## config.mk

```make
export PLATFORM = sky130hd
export DESIGN_NAME = mem_port_arbiter
export DESIGN_NICKNAME = d
export VERILOG_FILES = /design/src/rtl/mem_port_arbiter.sv
export SDC_FILE = /design/constraint.sdc
export NUM_CORES = 1
export LEC_CHECK = 0
export ABC_CLOCK_PERIOD_IN_PS = 5910
export BUFFER_PORTS_ARGS = -buffer_cell sky130_fd_sc_hd__buf_2
export CAP_MARGIN = 15
export CORE_MARGIN = 5
export CORE_UTILIZATION = 30
export DETAILED_ROUTE_END_ITERATION = 10
export SLEW_MARGIN = 20
export SYNTH_ARGS = -nofsm -noshare
export SYNTH_HDL_FRONTEND = slang
export SYNTH_SLANG_ARGS = --single-unit
```

## constraint.sdc

```tcl
create_clock -name clock -period 5.91 [get_ports clock]
set_input_delay 0 -clock clock [delete_from_list [all_inputs] [get_ports clock]]
set_output_delay 0 -clock clock [all_outputs]
set_load 0.05 [all_outputs]
```

## src/rtl/mem_port_arbiter.sv

```systemverilog
// Shares one RAM port between a fetch and a data requester: alternates on
// contention, chains grants without an idle cycle, aborts on ack timeout.
module mem_port_arbiter #(
    parameter int unsigned TIMEOUT = 255
) (
    input  logic        clock,
    input  logic        reset,
    input  logic        if_mc_en,
    input  logic [31:0] if_mc_addr,
    output logic [31:0] mc_if_data,
    output logic        mc_if_valid,
    output logic        arb_if_stall,
    input  logic        mem_mc_en,
    input  logic        mem_mc_rw,
    input  logic [31:0] mem_mc_addr,
    input  logic [31:0] mem_mc_wdata,
    output logic [31:0] mc_mem_data,
    output logic        mc_mem_done,
    output logic        arb_mem_stall,
    output logic        arb_ram_req,
    output logic        arb_ram_we,
    output logic [31:0] arb_ram_addr,
    output logic [31:0] arb_ram_wdata,
    input  logic        ram_arb_ack,
    input  logic [31:0] ram_arb_rdata,
    output logic        arb_timeout
);
    localparam int unsigned DW = 32;
    localparam int unsigned CW = 8;
    localparam logic [CW-1:0] CNT_LAST = CW'(TIMEOUT - 1);

    typedef enum logic [1:0] {
        IDLE  = 2'd0,
        FETCH = 2'd1,
        DATA  = 2'd2
    } state_t;

    state_t          r_state;
    state_t          w_next_state;
    logic [CW-1:0]   r_cnt;
    logic            r_last_data;
    logic            r_ram_req;
    logic            r_ram_we;
    logic [DW-1:0]   r_ram_addr;
    logic [DW-1:0]   r_ram_wdata;
    logic [DW-1:0]   r_if_data;
    logic            r_if_valid;
    logic [DW-1:0]   r_mem_data;
    logic            r_mem_done;
    logic            r_timeout;

    logic w_pend_f;
    logic w_pend_d;
    logic w_ack;
    logic w_tmo;
    logic w_done;
    logic w_cand_f;
    logic w_cand_d;
    logic w_grant_f;
    logic w_grant_d;
    logic w_grant;

    // A requester whose completion pulse is high is not yet pending again.
    assign w_pend_f = if_mc_en & ~r_if_valid;
    assign w_pend_d = mem_mc_en & ~r_mem_done;

    assign arb_if_stall  = w_pend_f;
    assign arb_mem_stall = w_pend_d;

    always_ff @(posedge clock or negedge reset) begin
        if (!reset) begin
            r_state <= IDLE;
        end else begin
            r_state <= w_next_state;
        end
    end

    always_comb begin
        w_next_state = r_state;
        w_ack        = 1'b0;
        w_tmo        = 1'b0;
        w_cand_f     = 1'b0;
        w_cand_d     = 1'b0;
        unique case (r_state)
            IDLE: begin
                w_cand_f = w_pend_f;
                w_cand_d = w_pend_d;
            end
            FETCH: begin
                w_ack    = ram_arb_ack;
                w_tmo    = ~ram_arb_ack & (r_cnt == CNT_LAST);
                w_cand_d = w_pend_d & (w_ack | w_tmo);
            end
            DATA: begin
                w_ack    = ram_arb_ack;
                w_tmo    = ~ram_arb_ack & (r_cnt == CNT_LAST);
                w_cand_f = w_pend_f & (w_ack | w_tmo);
            end
            default: w_next_state = IDLE;
        endcase
        w_done    = w_ack | w_tmo;
        // On a tie the requester not granted last wins.
        w_grant_d = w_cand_d & (~w_cand_f | ~r_last_data);
        w_grant_f = w_cand_f & ~w_grant_d;
        w_grant   = w_grant_f | w_grant_d;
        if (w_grant_d) begin
            w_next_state = DATA;
        end else if (w_grant_f) begin
            w_next_state = FETCH;
        end else if (w_done) begin
            w_next_state = IDLE;
        end
    end

    always_ff @(posedge clock or negedge reset) begin
        if (!reset) begin
            r_cnt       <= '0;
            r_last_data <= 1'b0;
            r_ram_req   <= 1'b0;
            r_ram_we    <= 1'b0;
            r_ram_addr  <= '0;
            r_ram_wdata <= '0;
            r_if_data   <= '0;
            r_if_valid  <= 1'b0;
            r_mem_data  <= '0;
            r_mem_done  <= 1'b0;
            r_timeout   <= 1'b0;
        end else begin
            r_ram_req  <= (w_next_state != IDLE);
            r_if_valid <= (r_state == FETCH) & w_done;
            r_mem_done <= (r_state == DATA) & w_done;
            if ((r_state == FETCH) && w_done) begin
                r_if_data <= w_ack ? ram_arb_rdata : '0;
            end
            // A completed write leaves the read-data register untouched.
            if ((r_state == DATA) && w_done && (w_tmo || !r_ram_we)) begin
                r_mem_data <= w_ack ? ram_arb_rdata : '0;
            end
            if (w_tmo) begin
                r_timeout <= 1'b1;
            end
            if (w_grant) begin
                r_cnt       <= '0;
                r_last_data <= w_grant_d;
                r_ram_addr  <= w_grant_d ? mem_mc_addr : if_mc_addr;
                r_ram_we    <= w_grant_d & mem_mc_rw;
                r_ram_wdata <= w_grant_d ? mem_mc_wdata : '0;
            end else if (w_done) begin
                r_ram_we <= 1'b0;
            end else if (r_state != IDLE) begin
                r_cnt <= r_cnt + CW'(1);
            end
        end
    end

    assign arb_ram_req   = r_ram_req;
    assign arb_ram_we    = r_ram_we;
    assign arb_ram_addr  = r_ram_addr;
    assign arb_ram_wdata = r_ram_wdata;
    assign mc_if_data    = r_if_data;
    assign mc_if_valid   = r_if_valid;
    assign mc_mem_data   = r_mem_data;
    assign mc_mem_done   = r_mem_done;
    assign arb_timeout   = r_timeout;

endmodule

```

## Word-level counts from Yosys, hierarchy flattened

Cells that the tools add are included.

| word-level totals | value |
|---|---|
| register bits | 144 |
| input port bits | 134 |
| output and inout port bits | 135 |
| logic and storage cells | 66 |

| operators by class | value |
|---|---|
| add/sub/neg operators | 1 |
| equal/unequal tests | 4 |
| muxes and demuxes | 16 |
| bitwise gates (word level) | 20 |
| reduce and logical (&&, ||, !) cells | 13 |

Operator list:

| kind | count |
|---|---|
| 2-to-1 mux 32 bit | 3 |
| 2-to-1 mux 8 bit | 3 |
| AND 1 bit | 10 |
| adder 8 x 1 -> 8 bit (second input constant) | 1 |
| == test 8 bit (second input constant) | 1 |
| 2-to-1 mux 2 bit | 4 |
| nonzero test 2 bit | 4 |
| inverter 1 bit | 6 |
| 2-to-1 mux 1 bit | 4 |
| bitwise OR 1 bit | 4 |
| one-hot mux 1 bit (2 select lines) | 2 |
| logical AND 1 bit | 3 |
| OR reduction 3 bit | 1 |
| == test 2 x 1 -> 1 bit (second input constant) | 1 |
| == test 2 bit (second input constant) | 1 |
| logical NOT 2 bit | 1 |
| != test 2 x 1 -> 1 bit (second input constant) | 1 |
| AND reduction 2 bit | 1 |
| OR reduction 2 bit | 1 |
| logical NOT 1 bit | 1 |
| logical OR 1 bit | 1 |

## Logic depth before layout (Yosys ltp)

Gate-level depths: netlist of the first run.

| depth | value |
|---|---|
| depth in word-level cells | 13 |
| depth in mapped cells | 9 |
| gate-level depth less buffers | 6 |

## Worst setup path before layout of the first run

OpenSTA, ideal clock, no wires.

| timing path | value |
|---|---|
| kind | flip-flop to flip-flop |
| from | register r_mem_done, in the netlist mc_mem_done |
| to | register r_ram_wdata[0], in the netlist arb_ram_wdata[0] |
| library setup time | 121 ps |
| arrival time | 2,488 ps |
| required time | 5,789 ps |
| slack | 3,301 ps |
| stages on the path, launching flop included | 7 |
| buffers on the path | 2 |
| clock period less this slack | 2,609 ps |
| cells stage by stage | dfrtp_1 -> nor2b_1 -> a2bb2oi_1 -> or2_2 -> buf_2 -> buf_2 -> a22o_1 |

| between the ends | value |
|---|---|
| word-level cells in the longest chain between the ends | 8 |
| elaborated cells between the ends (all ways) | 9 |
| classes of those cells | mux (2); bitwise (7) |

RTL lines:

| what | line | text |
|---|---|---|
| start, declared | 49 | `logic r_mem_done;` |
| start signal, assigned | 131 | `r_mem_done <= (r_state == DATA) & w_done;` |
| inverter 1 bit * | 65 | `assign w_pend_d = mem_mc_en & ~r_mem_done;` |
| AND 1 bit * | 65 |  |
| named net arb_mem_stall | 19 | `output logic arb_mem_stall,` |
| AND 1 bit | 92 | `w_cand_d = w_pend_d & (w_ack \| w_tmo);` |
| one-hot mux 1 bit (2 select lines) * | 84 | `unique case (r_state)` |
| AND 1 bit * | 103 | `w_grant_d = w_cand_d & (~w_cand_f \| ~r_last_data);` |
| inverter 1 bit | 104 | `w_grant_f = w_cand_f & ~w_grant_d;` |
| AND 1 bit | 104 |  |
| bitwise OR 1 bit | 105 | `w_grant = w_grant_f \| w_grant_d;` |
| end signal, assigned | 147 | `r_ram_wdata <= w_grant_d ? mem_mc_wdata : '0;` |
| end, declared | 45 | `logic [DW-1:0] r_ram_wdata;` |

Mark *: on every way through the listed nets, which the timed path passes. The rest lies on a longest branch.
A chain may end at the register's enable or synchronous reset.

## Worst setup path in the final report of the first run

| timing path | value |
|---|---|
| from | register r_state[0] |
| to | register r_ram_addr[31], in the netlist arb_ram_addr[31] |

| between the ends | value |
|---|---|
| word-level cells in the longest chain between the ends | 8 |
| elaborated cells between the ends (all ways) | 12 |
| classes of those cells | eq/ne (2); mux (3); bitwise (6); reduce/logical (1) |

RTL lines:

| what | line | text |
|---|---|---|
| start, declared | 38 | `state_t r_state;` |
| start signal, assigned | 74 | `r_state <= w_next_state;` |
| == test 2 bit or logical NOT 2 bit (tied branches) | 84 |  |
| one-hot mux 1 bit (2 select lines) | 84 |  |
| inverter 1 bit | 103 |  |
| bitwise OR 1 bit | 103 |  |
| AND 1 bit | 103 |  |
| inverter 1 bit | 104 |  |
| AND 1 bit | 104 |  |
| bitwise OR 1 bit | 105 |  |
| end signal, assigned | 145 | `r_ram_addr <= w_grant_d ? mem_mc_addr : if_mc_addr;` |
| end, declared | 44 | `logic [DW-1:0] r_ram_addr;` |

Parallel ways exist; a longest one is shown, timed or not.

==> metrics, run 1 <==
run status completed; Setup Crit Path Kind flop to flop; CP max stage cell sky130_fd_sc_hd__a41oi_4; CTS tree built; ys async rst share 100%; IR Drop Worst-Case VDD 0.327 mV; wire length of the first global-routing pass 31.3 mm; initial antenna violation count 0; initial DRC count 329; final period utilization 51.3%; pre-CTS worst setup slack 2.73 ns; DRT antenna net count 0; vias in the first global route 5991; Fin Hold WS 0.181 ns; number of optimization iterations in the first detailed-route pass 4; count of warnings emitted by yosys 0; clock buffer count from CTS 17; total via count after detailed routing 5615; detail-routed via count per cell 4.87; number of standard-cell rows in the floorplan 51; layer carrying the most global-route usage met2; post-CTS repair timing setup buffer count 0; number of flip-flops and latches in the synthesized netlist 144; top-level port count 269; sort of element at the start of the critical path flop; biggest fanout along the worst timing path 32; Worst-Skew Late Latency 0.42 ns; number of standard cells in the layout, taps in and fillers out 1154; list of cells traversed by the critical path inv_1, ha_2, or2_2, a41oi_4, or3_1, buf_4, o221a_1, dlygate4sd3_1; Final Routed Wirelength 20.0 mm; average size of a mapped cell 12.2 um2; biggest cell delay along the critical path 0.59 ns; total negative slack 0 ns; synthesized area 5970 um2; horizontal die dimension 151 um; number of distinct standard cells referenced by the synthesized netlist 40; critical path arrival 3.38 ns; area of placed instances 7550 um2; cell at the root of the clock tree sky130_fd_sc_hd__clkbuf_16; Post-synth EDFFs 0; reported max-cap violation count 0; met2 Resource Use GR 29.3%; Critical Path RT 6.26 ns; highest-count cells in the layout ignoring fill and taps sky130_fd_sc_hd__buf_2, sky130_fd_sc_hd__dfrtp_1, sky130_fd_sc_hd__dlygate4sd3_1; port bufs 268; CP Capture Type flop; die area 22800 um2; Rel. slew slack 45.2%; share of layout cells above drive strength 1 36.3%; Filler Cell Count 1784; met1 Usage GRT 21.7%; maximum operating frequency 0.330 GHz; total power 6.34 mW; maximum number of pins on one net before global-route repair 80; Syn Nets 630; number of buffers on the longest clock path 2; Most used DFF post-synth sky130_fd_sc_hd__dfrtp_1; Post-Synthesis Cells 490; transition time of the tightest slew-check pin 0.823 ns; setup repair after global routing missed its margin false; global router's overall resource usage 17.5%; Initial Utilization 30.6%; final estimated routing congestion in global placement 0.779; Setup-failing EPs final 0; layout overhead on the synthesized area 58.0%; final hold violation count 0; count of placed standard cells including taps 992; Final Core Density 48.3%; leading cell type in the layout, fill and taps excluded sky130_fd_sc_hd__buf_2; DRC viols 0; power density over cell area 672 nW/um2; Tmin final 3.03 ns; Ant. Diodes 0; max-slew violations 0; Die Ht 151 um; setup skew after layout 0.00957 ns; clock transition at the registers of the reported paths 0.07 ns; nets 1016; count of buffer and inverter cells on the critical path 3; area of all placed cells without fillers 9430 um2; HPWL reported at the end of detailed placement 12.5 mm; classification of the worst-slack hold path input port to flop; gr ovfl total 0; wire per inst 17.3 um; leakage power of the design 4.59 nW; Largest delay share family, worst path buffers and inverters; number of levels in the clock H-tree 4; met3 usage 4.31%; CTS sink cnt 144; Final WS setup 2.88 ns; Placeable Area 19500 um2; share of the yosys chip area belonging to registers 60.4%
[final cells by class]
class	count	area (um2)	area share, %
sequential	144	3600	38.2
multi-input combinational	267	2060	21.8
clock inverter	15	145	1.54
clock buffer	17	425	4.51
inverter	38	143	1.51
tap	265	332	3.52
timing repair buffer	408	2720	28.9
[power by group]
group | total [mW] | internal (mW) | switching (mW)
registers | 1.70 | 1.45 | 0.253
clock network | 1.05 | 0.591 | 0.460
logic | 3.59 | 1.09 | 2.50
total | 6.34 | 3.13 | 3.21
[layer usage]
layer / part of all wire [%] / wire [um]
met5: 0 / 0
met4: 2.1 / 428
met3: 6.2 / 1240
met2: 50 / 9930
met1: 42 / 8380
[flip-flops by register name, summed over array words and instances, names as in the netlist]
name	flops
mc_if_data	32
r_state	2
mc_mem_data	32
r_last_data	1
mc_mem_done	1
r_cnt	8
mc_if_valid	1
arb_timeout	1
arb_ram_addr	32
arb_ram_wdata	32
arb_ram_we	1
arb_ram_req	1
[logic make-up (layout without fill, tap and decap cells)]
kind of cell | count (synthesis) | after routing | share of synthesized area (%)
buf+inv | 79 | 478 | 5.54
mux | 1 | 1 | 0.168
flops | 144 | 144 | 60.4
fa+ha+maj | 6 | 6 | 1.26
simple gates | 72 | 72 | 7.00
compound gates | 187 | 187 | 25.5
xor+xnor | 1 | 1 | 0.147
[synthesized netlist by cell type, types with 2 or more instances]
| cell | n | area [um2] |
|---|---|---|
| sky130_fd_sc_hd__or3_1 | 2 | 12.5 |
| sky130_fd_sc_hd__o221a_1 | 30 | 338 |
| sky130_fd_sc_hd__inv_1 | 38 | 143 |
| sky130_fd_sc_hd__a31o_2 | 2 | 17.5 |
| sky130_fd_sc_hd__nand4_1 | 35 | 219 |
| sky130_fd_sc_hd__o21ai_0 | 36 | 180 |
| sky130_fd_sc_hd__nor2_1 | 7 | 26.3 |
| sky130_fd_sc_hd__buf_6 | 3 | 33.8 |
| sky130_fd_sc_hd__dfrtp_1 | 144 | 3600 |
| sky130_fd_sc_hd__nand3_1 | 5 | 25.0 |
| sky130_fd_sc_hd__nand2_1 | 7 | 26.3 |
| sky130_fd_sc_hd__o31ai_1 | 4 | 30.0 |
| sky130_fd_sc_hd__ha_1 | 6 | 75.1 |
| sky130_fd_sc_hd__o221a_2 | 2 | 22.5 |
| sky130_fd_sc_hd__nand2b_1 | 2 | 12.5 |
| sky130_fd_sc_hd__or4_1 | 3 | 22.5 |
| sky130_fd_sc_hd__a22o_1 | 64 | 561 |
| sky130_fd_sc_hd__clkbuf_1 | 29 | 109 |
| sky130_fd_sc_hd__a21oi_1 | 8 | 40.0 |
| sky130_fd_sc_hd__buf_2 | 9 | 45.0 |
| sky130_fd_sc_hd__o21bai_1 | 32 | 240 |
| sky130_fd_sc_hd__or2_2 | 3 | 18.8 |
| sky130_fd_sc_hd__nor3_1 | 2 | 10.0 |
[tightest hold or removal path, delay by kind of cell]
kind                   cells  cell delay (ns)
and+or+nand+nor            1             0.15
AOI/OAI and AO/OA          1             0.07
buffers and inverters      1             0.33
[final timing paths]
kind	startpoint	endpoint	slack, ns	depth (start not counted)
worst max-delay path	r_state[0]$_DFF_PN0_	arb_ram_addr[31]$_DFFE_PN0N_	2.88	8
worst min-delay path	ram_arb_ack	mc_if_data[25]$_DFFE_PN0P_	0.18	3
worst max register to register	r_state[0]$_DFF_PN0_	arb_ram_addr[31]$_DFFE_PN0N_	2.88	8
worst min register to register	arb_timeout$_DFFE_PN0P_	arb_timeout$_DFFE_PN0P_	0.46	1
max in group asynchronous	reset	arb_ram_wdata[28]$_DFFE_PN0N_	4.41	3
min in group asynchronous	reset	mc_mem_data[19]$_DFFE_PN0P_	0.19	2
[what timing repair did]
item                                    4_1_cts  5_1_grt
endpoints found under the setup margin        0        0
resized for setup                             0        0
hold endpoints to repair                    207        0
hold buffers                                130        0
Power figures use the tool's default switching activity.
==> inputs of run 2 (changes only) <==
--- a/config.mk
+++ b/config.mk
@@ -5,7 +5,7 @@
 export SDC_FILE = /design/constraint.sdc
 export NUM_CORES = 1
 export LEC_CHECK = 0
-export ABC_CLOCK_PERIOD_IN_PS = 5910
+export ABC_CLOCK_PERIOD_IN_PS = 3020
 export BUFFER_PORTS_ARGS = -buffer_cell sky130_fd_sc_hd__buf_2
 export CAP_MARGIN = 15
 export CORE_MARGIN = 5
==> constraint.sdc (replaced) <==
create_clock -name clock -period 3.02 [get_ports clock]
set_input_delay 0 -clock clock [delete_from_list [all_inputs] [get_ports clock]]
set_output_delay 0 -clock clock [all_outputs]
set_load 0.05 [all_outputs]
==> metrics, run 2 (synthesized netlist as in run 1, its figures left out) <==
DRT antenna net count 0; Tmin final 2.67 ns; r2r setup slk 0.35 ns; run status completed; share of layout cells above drive strength 1 36.2%; Setup-failing EPs final 0; power density over cell area 1320 nW/um2; Switching Fraction 50.0%; Rel. slew slack 54.0%; Clock power frac 16.9%; wire length of the first global-routing pass 31.7 mm; DRC viols 0; number of standard-cell rows in the floorplan 51; number of levels in the clock H-tree 4; highest-count cells in the layout ignoring fill and taps sky130_fd_sc_hd__buf_2, sky130_fd_sc_hd__dfrtp_1, sky130_fd_sc_hd__dlygate4sd3_1; net load switching power 6.24 mW; clock buffer count from CTS 17; maximum operating frequency 0.375 GHz; Initial Utilization 30.6%; leakage power of the design 4.63 nW; die area 22800 um2; beginning of the worst register-to-register path r_state[0]$_DFF_PN0_; number of optimization iterations in the first detailed-route pass 4; part of the power in combinational logic 56.4%; top-level port count 269; Final Routed Wirelength 20.2 mm; max-slew violations 0; IR Drop Worst-Case VDD 0.805 mV; Placeable Area 19500 um2; classification of the worst-slack hold path input port to asynchronous set/reset pin; horizontal die dimension 151 um; Die Ht 151 um; wire per inst 17.4 um; vias in the first global route 5983; Setup Crit Path Kind flop to flop; CTS tree built; startpoint of the worst setup timing path r_state[0]$_DFF_PN0_; total via count after detailed routing 5637; total negative slack 0 ns; final hold violation count 0; design internal power 6.25 mW; CP Capture Type flop; gr ovfl total 0; cell at the root of the clock tree sky130_fd_sc_hd__clkbuf_16; layout overhead on the synthesized area 59.1%; number of buffers on the longest clock path 2; setup repair after global routing missed its margin false; nets 1020; sort of element at the start of the critical path flop; Final Core Density 48.6%; Critical Path RT 3.32 ns; final period utilization 88.4%; port bufs 268; maximum number of pins on one net before global-route repair 74; initial DRC count 283; final estimated routing congestion in global placement 0.754; critical path arrival 2.97 ns; initial antenna violation count 0; setup skew after layout 0.00930 ns; leading cell type in the layout, fill and taps excluded sky130_fd_sc_hd__buf_2; detail-routed via count per cell 4.86; global router's overall resource usage 17.7%; CTS sink cnt 144; Filler Cell Count 1743; clock transition at the registers of the reported paths 0.06 ns; post-CTS repair timing setup buffer count 0; Worst-Skew Late Latency 0.42 ns; transition time of the tightest slew-check pin 0.690 ns; number of gates resized after CTS 0; Fin Hold WS 0.154 ns; HPWL reported at the end of detailed placement 12.5 mm; reported max-cap violation count 0; biggest fanout along the worst timing path 33; power share of the sequential group 26.7%
## run 2: changes by cell type in the layout (fill, tap and decap cells not counted), sizes merged
cell / previous run / this run
buf: 278 / 281
bufinv: 1 / 2
clkbuf: 17 / 21
clkinv: 3 / 4
clkinvlp: 4 / 2
diode: 0 / 1
dlygate4sd3: 130 / 131
inv: 45 / 41
## run 2: final timing paths
path,end,depth (start not counted)
hold reg to reg,arb_timeout$_DFFE_PN0P_,1
setup / recovery,arb_ram_addr[30]$_DFFE_PN0N_,8
min in group clock,r_last_data$_DFFE_PN0N_,5
setup reg to reg,arb_ram_addr[30]$_DFFE_PN0N_,8
hold / removal,mc_mem_data[21]$_DFFE_PN0P_,2
max in group asynchronous,arb_ram_wdata[22]$_DFFE_PN0N_,3
## run 2: per-layer routing
| metal | part of all wire (%) | wire length [um] | global-route usage [%] |
|---|---|---|---|
| met1 | 42 | 8580 | 22.6 |
| met2 | 49 | 9970 | 29.2 |
| met3 | 5.8 | 1170 | 3.74 |
| met4 | 2.5 | 500 | 7.80 |
| met5 | 0 | 0 | 0 |
## run 2: final cells by class
type                            instances  area (um2)  area share [%]
Multi-Input combinational cell        267        2050            21.6
Timing Repair Buffer                  412        2770            29.2
Inverter                               38         143            1.50
Clock buffer                           21         460            4.85
Clock inverter                         11         129            1.36
Antenna cell                            1        2.50          0.0264
Tap cell                              265         332            3.49
Sequential cell                       144        3600            38.0
## run 2: repair_timing
item                                    4_1_cts  5_1_grt
hold endpoints to repair                    201        0
hold buffers                                131        0
endpoints found under the setup margin        0        0
## run 2: critical path: stages, from the launching register on
cell	delay, ns
sky130_fd_sc_hd__dfrtp_1	0.37
sky130_fd_sc_hd__inv_1	0.07
sky130_fd_sc_hd__ha_1	0.24
sky130_fd_sc_hd__or2_2	0.34
sky130_fd_sc_hd__a41oi_4	0.26
sky130_fd_sc_hd__buf_4	0.41
sky130_fd_sc_hd__o21bai_1	0.15
sky130_fd_sc_hd__o221a_1	0.13
sky130_fd_sc_hd__dlygate4sd3_1	0.56
## run 2: stage by stage
step | instances | total power, mW | worst slack (ns) | cell area [um2]
final | 1159 | 12.5 | 0.350 | 9490
after global routing | 1158 | 13.1 | 0.157 | 9490
after CTS | 1158 | 12.5 | 0.345 | 9490
after detailed placement | 995 | 9.83 | 0.740 | 7590
after global placement | 995 | 9.80 | 0.799 | 7590
after floorplan | 490 | 8.18 | 0.411 | 5970
## run 2: power by group through the flow
stage          clock network [mW]  logic [mW]  registers [mW]
3_3_place_gp                    0        6.46            3.34
4_1_cts                      2.18        7.05            3.32
2_1_floorplan                   0        1.89            6.29
5_1_grt                      2.26        7.45            3.45
3_5_place_dp                    0        6.51            3.32
6_report                     2.11        7.04            3.33
